==> src/rtl/dmem_pkg.sv <==
// Shared definitions for the data-memory responder.
//   - dmem_state_t : clear / ready phase of the responder
//   - DW_DEF, AW_DEF, DEPTH_DEF : default geometry
//   - ACT : asserted level of the core's active-low strobes (CEN/WEN/OEN)
package dmem_pkg;

  typedef enum logic {
    ST_CLEAR = 1'b0,
    ST_READY = 1'b1
  } dmem_state_t;

  localparam int DW_DEF    = 32;
  localparam int AW_DEF    = 7;
  localparam int DEPTH_DEF = 128;

  localparam logic ACT = 1'b0;

endpackage

==> src/rtl/dmem_init_seq.sv <==
// Post-reset clear sequencer for the data memory.
// Walks every word address once, requesting a write of the init value,
// then settles in ST_READY until the next reset.
//   clk        in   clock, rising edge
//   rst        in   asynchronous active-high reset
//   clear_we   out  array write request from the clear sequence
//   clear_addr out  word address being cleared
//   ready      out  clear finished; core accesses are honoured
module dmem_init_seq
  import dmem_pkg::*;
#(
  parameter int AW    = AW_DEF,
  parameter int DEPTH = DEPTH_DEF
) (
  input  logic          clk,
  input  logic          rst,
  output logic          clear_we,
  output logic [AW-1:0] clear_addr,
  output logic          ready
);

  localparam logic [AW-1:0] LAST = AW'(DEPTH - 1);

  dmem_state_t   state, state_nxt;
  logic [AW-1:0] cnt, cnt_nxt;

  always_ff @(posedge clk or posedge rst) begin
    if (rst) begin
      state <= ST_CLEAR;
      cnt   <= '0;
    end else begin
      state <= state_nxt;
      cnt   <= cnt_nxt;
    end
  end

  always_comb begin
    state_nxt = state;
    cnt_nxt   = cnt;
    clear_we  = 1'b0;
    unique case (state)
      ST_CLEAR: begin
        clear_we = 1'b1;
        cnt_nxt  = cnt + 1'b1;
        // Leave on the edge that writes the final word.
        if (cnt == LAST) state_nxt = ST_READY;
      end
      ST_READY: ;
      default:  state_nxt = ST_CLEAR;
    endcase
  end

  assign clear_addr = cnt;
  assign ready      = (state == ST_READY);

endmodule

==> src/rtl/dmem_responder.sv <==
// Single-port data memory answering the core's active-low request port.
// After reset the array is filled with INIT_VAL, then one read or write
// is served per cycle. Reads are combinational (RD_REG=0) or registered
// with one cycle of latency (RD_REG=1).
//   clk   in   clock, rising edge
//   rst   in   asynchronous active-high reset
//   CEN   in   chip enable, active low
//   WEN   in   write enable, active low (0 = write, 1 = read)
//   OEN   in   output enable, active low
//   A     in   word address
//   D     in   write data
//   Q     out  read data (0 when not driven)
//   ready out  clear sequence complete
//   err   out  sticky: access attempted before ready
module dmem_responder
  import dmem_pkg::*;
#(
  parameter int          DW       = DW_DEF,
  parameter int          AW       = AW_DEF,
  parameter int          DEPTH    = DEPTH_DEF,
  parameter bit          RD_REG   = 1'b0,
  parameter logic [DW-1:0] INIT_VAL = '0
) (
  input  logic          clk,
  input  logic          rst,
  input  logic          CEN,
  input  logic          WEN,
  input  logic          OEN,
  input  logic [AW-1:0] A,
  input  logic [DW-1:0] D,
  output logic [DW-1:0] Q,
  output logic          ready,
  output logic          err
);

  logic          clear_we;
  logic [AW-1:0] clear_addr;
  logic          in_range;
  logic          wr_req, rd_req;
  logic          we;
  logic [AW-1:0] waddr;
  logic [DW-1:0] wdata;
  logic [DW-1:0] rdata;
  logic [DW-1:0] mem [DEPTH];

  dmem_init_seq #(
    .AW    (AW),
    .DEPTH (DEPTH)
  ) u_init_seq (
    .clk        (clk),
    .rst        (rst),
    .clear_we   (clear_we),
    .clear_addr (clear_addr),
    .ready      (ready)
  );

  // A full-size array makes every address valid; otherwise bound-check.
  if (DEPTH >= (1 << AW)) begin : g_full
    assign in_range = 1'b1;
  end else begin : g_partial
    localparam logic [AW:0] DEPTH_W = (AW + 1)'(DEPTH);
    assign in_range = ({1'b0, A} < DEPTH_W);
  end

  assign wr_req = ready && (CEN == ACT) && (WEN == ACT);
  assign rd_req = ready && (CEN == ACT) && (WEN != ACT);

  // The clear sequence owns the write port until ready; core accesses
  // during that window are dropped.
  assign we    = clear_we || (wr_req && in_range);
  assign waddr = clear_we ? clear_addr : A;
  assign wdata = clear_we ? INIT_VAL : D;

  always_ff @(posedge clk) begin
    if (we) mem[waddr] <= wdata;
  end

  assign rdata = in_range ? mem[A] : '0;

  always_ff @(posedge clk or posedge rst) begin
    if (rst)                         err <= 1'b0;
    else if (!ready && (CEN == ACT)) err <= 1'b1;
  end

  if (RD_REG) begin : g_rd_reg
    logic [DW-1:0] q_reg;
    // Holds the last read value across idle and write cycles.
    always_ff @(posedge clk or posedge rst) begin
      if (rst)         q_reg <= '0;
      else if (rd_req) q_reg <= rdata;
    end
    assign Q = (OEN == ACT) ? q_reg : '0;
  end else begin : g_rd_comb
    assign Q = ((OEN == ACT) && rd_req) ? rdata : '0;
  end

endmodule

==> config.mk <==
export PLATFORM = sky130hd
export DESIGN_NAME = dmem_responder
export DESIGN_NICKNAME = d
export VERILOG_FILES = /design/src/rtl/dmem_pkg.sv /design/src/rtl/dmem_init_seq.sv /design/src/rtl/dmem_responder.sv
export SDC_FILE = /design/constraint.sdc
export NUM_CORES = 2
export LEC_CHECK = 0
export ABC_AREA = 0
export ABC_CLOCK_PERIOD_IN_PS = 6250
export BUFFER_PORTS_ARGS = -buffer_cell sky130_fd_sc_hd__buf_4
export CORE_ASPECT_RATIO = 0.8
export CORE_MARGIN = 1
export CORE_UTILIZATION = 30
export CTS_CLUSTER_DIAMETER = 30
export CTS_CLUSTER_SIZE = 24
export DETAILED_ROUTE_END_ITERATION = 6
export PLACE_DENSITY = 0.49
export REMOVE_ABC_BUFFERS = 1
export SYNTH_ARGS = -nofsm -noshare
export SYNTH_HDL_FRONTEND = slang
export SYNTH_HIERARCHICAL = 1
export SYNTH_SLANG_ARGS = --single-unit
==> constraint.sdc <==
create_clock -name clk -period 6.25 [get_ports clk]
set_input_delay 0.9375 -clock clk [delete_from_list [all_inputs] [get_ports clk]]
set_output_delay 0.9375 -clock clk [all_outputs]
set_load 0.03 [all_outputs]
# After elaboration in Yosys (flattened, before gate mapping)
# Memory sizes are Yosys's and may differ from the RTL's.
# Cells that the tools add are included.
# Widths: inputs -> output; s select.
# word_totals
reg_bits,9
ram_bits,4096
mem_count,1
output_inout_bits,34
# classes
n_eq_ne,1
mux,8
add_sub_neg,1
n_reduce_logical,7
n_bitwise,3
# mem_list
name,depth,word_bits,rd,rd_clocked_by_memory_dff,wr,line_no,text
mem,128,32,1,0,1,dmem_responder.sv:44,logic [DW-1:0] mem [DEPTH];
# ops
op,count
$mux 32,2
$add 7x1->7 const B,1
$eq 7x7->1 const B,1
$mux 7,1
$logic_and 1x1->1,5
$mux 1,5
$not 1->1,3
$logic_not 1->1,1
$logic_or 1x1->1,1

# Logic depth before layout (Yosys ltp)
# depth
ltp_word,6
mapped_depth,12
depth_no_buf,6

# Cells and area by module
# Netlist, hierarchy kept.
# modules_own_cells
mod,cells_per_inst,instances,area_per_inst_um2
dmem_responder,6843,1,156206.1
dmem_init_seq,28,1,352.8

# Least setup slack after synthesis
# Ideal clock, no wire load.
# synth_timing
path_type,flip-flop to flip-flop
start,register u_init_seq.state (netlist: u_init_seq/ready)
end,memory mem[0][10] in the netlist's numbering (data pin)
stages_incl_launch_ff,6
setup_time_ns,0.825
arrival_ns,4.443
setup_slack_ns,0.982
path_cell_list,dfrtp_1 -> inv_2 -> clkbuf_1 -> clkbuf_1 -> clkbuf_1 -> nor2b_1
# synth_between
elab_chain_cells,1
# synth_rtl
item,line_no,text
start: declaration,dmem_init_seq.sv:24,"dmem_state_t state, state_nxt;"
start signal: assignment,dmem_init_seq.sv:32,state <= state_nxt;
$mux 32,dmem_responder.sv:72,assign wdata = clear_we ? INIT_VAL : D;
net wdata[10],dmem_responder.sv:42,logic [DW-1:0] wdata;
end: declaration,dmem_responder.sv:44,
# The timed path passes the listed nets, and every way through them passes these cells.

# Final worst setup path
# layout_timing
start,input A[1]
end,output Q[15]
# layout_between
elab_chain_cells,2
# layout_rtl
item,line_no,text
start: declaration,dmem_responder.sv:29,"input logic [AW-1:0] A,"
$mem_v2 128x32,--,
$mux 32,dmem_responder.sv:94,assign Q = ((OEN == ACT) && rd_req) ? rdata : '0;
end: declaration,dmem_responder.sv:31,"output logic [DW-1:0] Q,"
# Every way passes these cells.

==> metrics.csv <==
metric;value;unit
failing checks;negative setup slack;
worst-path fanout max;34;
routability cong.;0.8091;
total power draw;72.89;mW
Critical Path Start Type;input port;
Yosys cell types;55;
Max-cap violations;0;
Peak VDD IR;0.3193;mV
Post-CTS Setup Inserts;0;
Seq cells post-synth;4105;
Psw;15.66;mW
global route overflow;0;
CTS tree;done;
Worst Path Required;5.31;ns
Seq/Total Area, Yosys;0.7871;
wire per inst;31.24;um
most common cell after layout, fill and taps aside;edfxtp_1;
slowest cell on the critical path;o21ai_1;
Root Driver;clkbuf_16;
critical setup path kind;input port to output port;
Synth Warn #;6;
DP HPWL;282400;um
Slew HR;0.009796;
RSZ-0062 raised after global routing;false;
# IOs;78;
clock power share;0.567;
cell count after synthesis;6871;
final setup violating endpoints;1;
Crit. End Element;output port;
final setup margin;-0.1408;ns
crit path buf inv count;5;
Num CTS Buffers;766;
Tcrit/Tclk final;1.023;
DRC;0;
first-pass GRT wire length;664500;um
area added between synthesis and finish;25.68;%
Int Pwr;57.23;mW
Worst-Margin Slew;1.485;ns
Synth Cell Area;156600;um^2
total global-route track usage;0.1797;
r2r setup slk;1.72;ns
I/O Buffers;77;
drt initial violations;10470;
largest net degree at the start of global routing;129;
initial antenna violation count;38;
Final Hold Viols;0;
Via density;5.174;
post-layout min period;6.391;ns
1st-pass router iterations;5;
Reg power frac;0.410;
status;complete, but fails checks;
CTS H-tree lvls;6;
final wirelength;483100;um
Min-Delay Path Class;input port to flop;
critical path cell sequence;buf_8, buf_12, buf_12, buf_4, mux2i_1, o21ai_0, nand2_1, o21ai_1, buf_4;
Post-synth EDFFs;4096;
Worst-Skew Late Latency;1.11;ns
nets;7927;
row cnt;236;
ANT nets after route;0;
number of global-route vias before repair;80960;
Pleak;60.17;nW
Final Skew;0.08438;ns
initial core utilization;0.3023;
Reg clk slew, reported paths;0.04;ns
layout cells sized above 1;0.3580;
Mean Syn Cell Area;22.79;um^2
combinational share of power;0.023;
Post-synth top flop;edfxtp_1;
total number of vias;79990;
Core Util, Final;0.3799;
die span in x;809.7;um
Fmax;156.5;MHz
Core Region;517900;um^2
Slew Viols, Final;0;
most frequent cells in the layout;edfxtp_1 (4096), mux4_2 (950), clkbuf_16 (772), buf_4 (531), mux2i_1 (400);
CP top delay family;buffers and inverters;
clk sinks;4105;
Die Y;648.1;um
CP peak stage delay;0.88;ns
CP arrival;5.45;ns
CTS Buffer Depth;4;
die area;524800;um^2
Sw Share;0.2148;
PwrDens;370.4;nW/um^2
async set-or-reset flop fraction in the synthesized netlist;0.002192;
-- repair_timing --
action                     4_1_cts  5_1_grt
hold endpoints to repair         9        0
setup endpoints to repair        3        0
hold buffers                     1        0
gates resized for setup          3        0
-- state kept, by name (all words and copies together) (netlist names) --
| register | flops |
|---|---|
| u_init_seq/ready | 1 |
| err | 1 |
| u_init_seq/clear_addr | 7 |
| mem | 4096 |
-- worst reg2reg max path: cells and delay by family (launching register included) --
kind	cells	cell delay, ns
AOI/OAI and AO/OA	1	0.68
buffers and inverters	3	1.06
DFF	1	0.71
and+or+nand+nor	2	1.72
-- metrics by stage --
stage / hold WS, ns / worst slack [ns] / TNS [ns] / cells / area [um^2]
global route: 0.1237 / 0.1250 / 0 / 15450 / 196700
floorplan: 0.4747 / -0.4568 / -1.954 / 6494 / 154700
global placement: 0.4751 / -0.03387 / -0.03387 / 14020 / 170500
detailed placement: 0.4924 / -0.06902 / -0.06902 / 14020 / 170500
finish: 0.1620 / -0.1408 / -0.1408 / 15460 / 196800
CTS: 0.07144 / 0.02074 / 0 / 15450 / 196700
-- final cells by class --
class	instances	area (um^2)
multi-input cells	2376	32890
well taps	6902	8636
clock inverters	588	6605
flip-flops and latches	4105	123200
fillers	46520	321200
inverters	13	58.81
clock buffers	841	19580
repair buffers	620	5732
diodes	16	40.04
-- synthesized netlist by cell type, drive strengths merged (2+ instances only) --
master,instances,area share
or3,2,0.000080
clkbuf,176,0.0042
o21ai,86,0.0027
nor2,177,0.0042
or4b,2,0.00013
a22o,16,0.00090
a21oi,38,0.0012
nand4,13,0.00052
mux2,14,0.0010
or3b,2,0.00011
nand2b,9,0.00036
mux4,950,0.14
inv,12,0.00029
nand3,28,0.00090
buf,201,0.0074
edfxtp,4096,0.79
o211ai,11,0.00053
nand3b,3,0.00014
a221oi,43,0.0024
nor2b,49,0.0020
o22ai,218,0.0087
nand4b,2,0.00021
nor3,32,0.0010
a211oi,78,0.0037
a22oi,52,0.0025
nand2,89,0.0021
o32ai,12,0.00077
dfrtp,9,0.0014
nor4,21,0.00084
mux2i,400,0.026
o221ai,3,0.00017
and3,2,0.000080
a2111oi,6,0.00034
xnor2,5,0.00028
nor3b,3,0.00014
-- path summary, 6_finish.rpt --
check                                                   to  depth (start not counted)                        from
max in group asynchronous       u_init_seq/ready$_DFF_PP0_                          3                         rst
worst min register to register             err$_DFFE_PP0P_                          1             err$_DFFE_PP0P_
worst max-delay path                                 Q[15]                          9                        A[1]
worst min-delay path                       err$_DFFE_PP0P_                          2                         CEN
worst max register to register       mem[76][22]$_DFFE_PP_                          6  u_init_seq/ready$_DFF_PP0_
min in group asynchronous                  err$_DFFE_PP0P_                          3                         rst
-- power groups by stage --
stage / clock, mW / combinational, mW / sequential [mW]
after floorplan: 0 / 0.745 / 30.4
after global placement: 0 / 1.72 / 30.4
after detailed placement: 0 / 1.73 / 30.4
after CTS: 41.8 / 1.73 / 29.9
after global routing: 43.1 / 1.78 / 29.8
final: 41.3 / 1.70 / 29.9
-- cell families after synthesis --
group,after synthesis,share of synthesized area
adders and majority gates,1,0.00007991
muxes,1364,0.1632
buffers and inverters,390,0.01197
xor gates and xnor gates,6,0.0003357
AOI/OAI and AO/OA,566,0.02418
DFF,4105,0.7871
and+or+nand+nor,439,0.01312
-- layer usage --
layer  GRT usage  up-vias  wire [um]
li1            -    31880          -
met1      0.2664    44060     215400
met2      0.2760     3419     219500
met3     0.03183      632      37750
met4     0.04158        2      10420
met5           0        -         13
No activity file was read; power rests on OpenSTA's default activity.
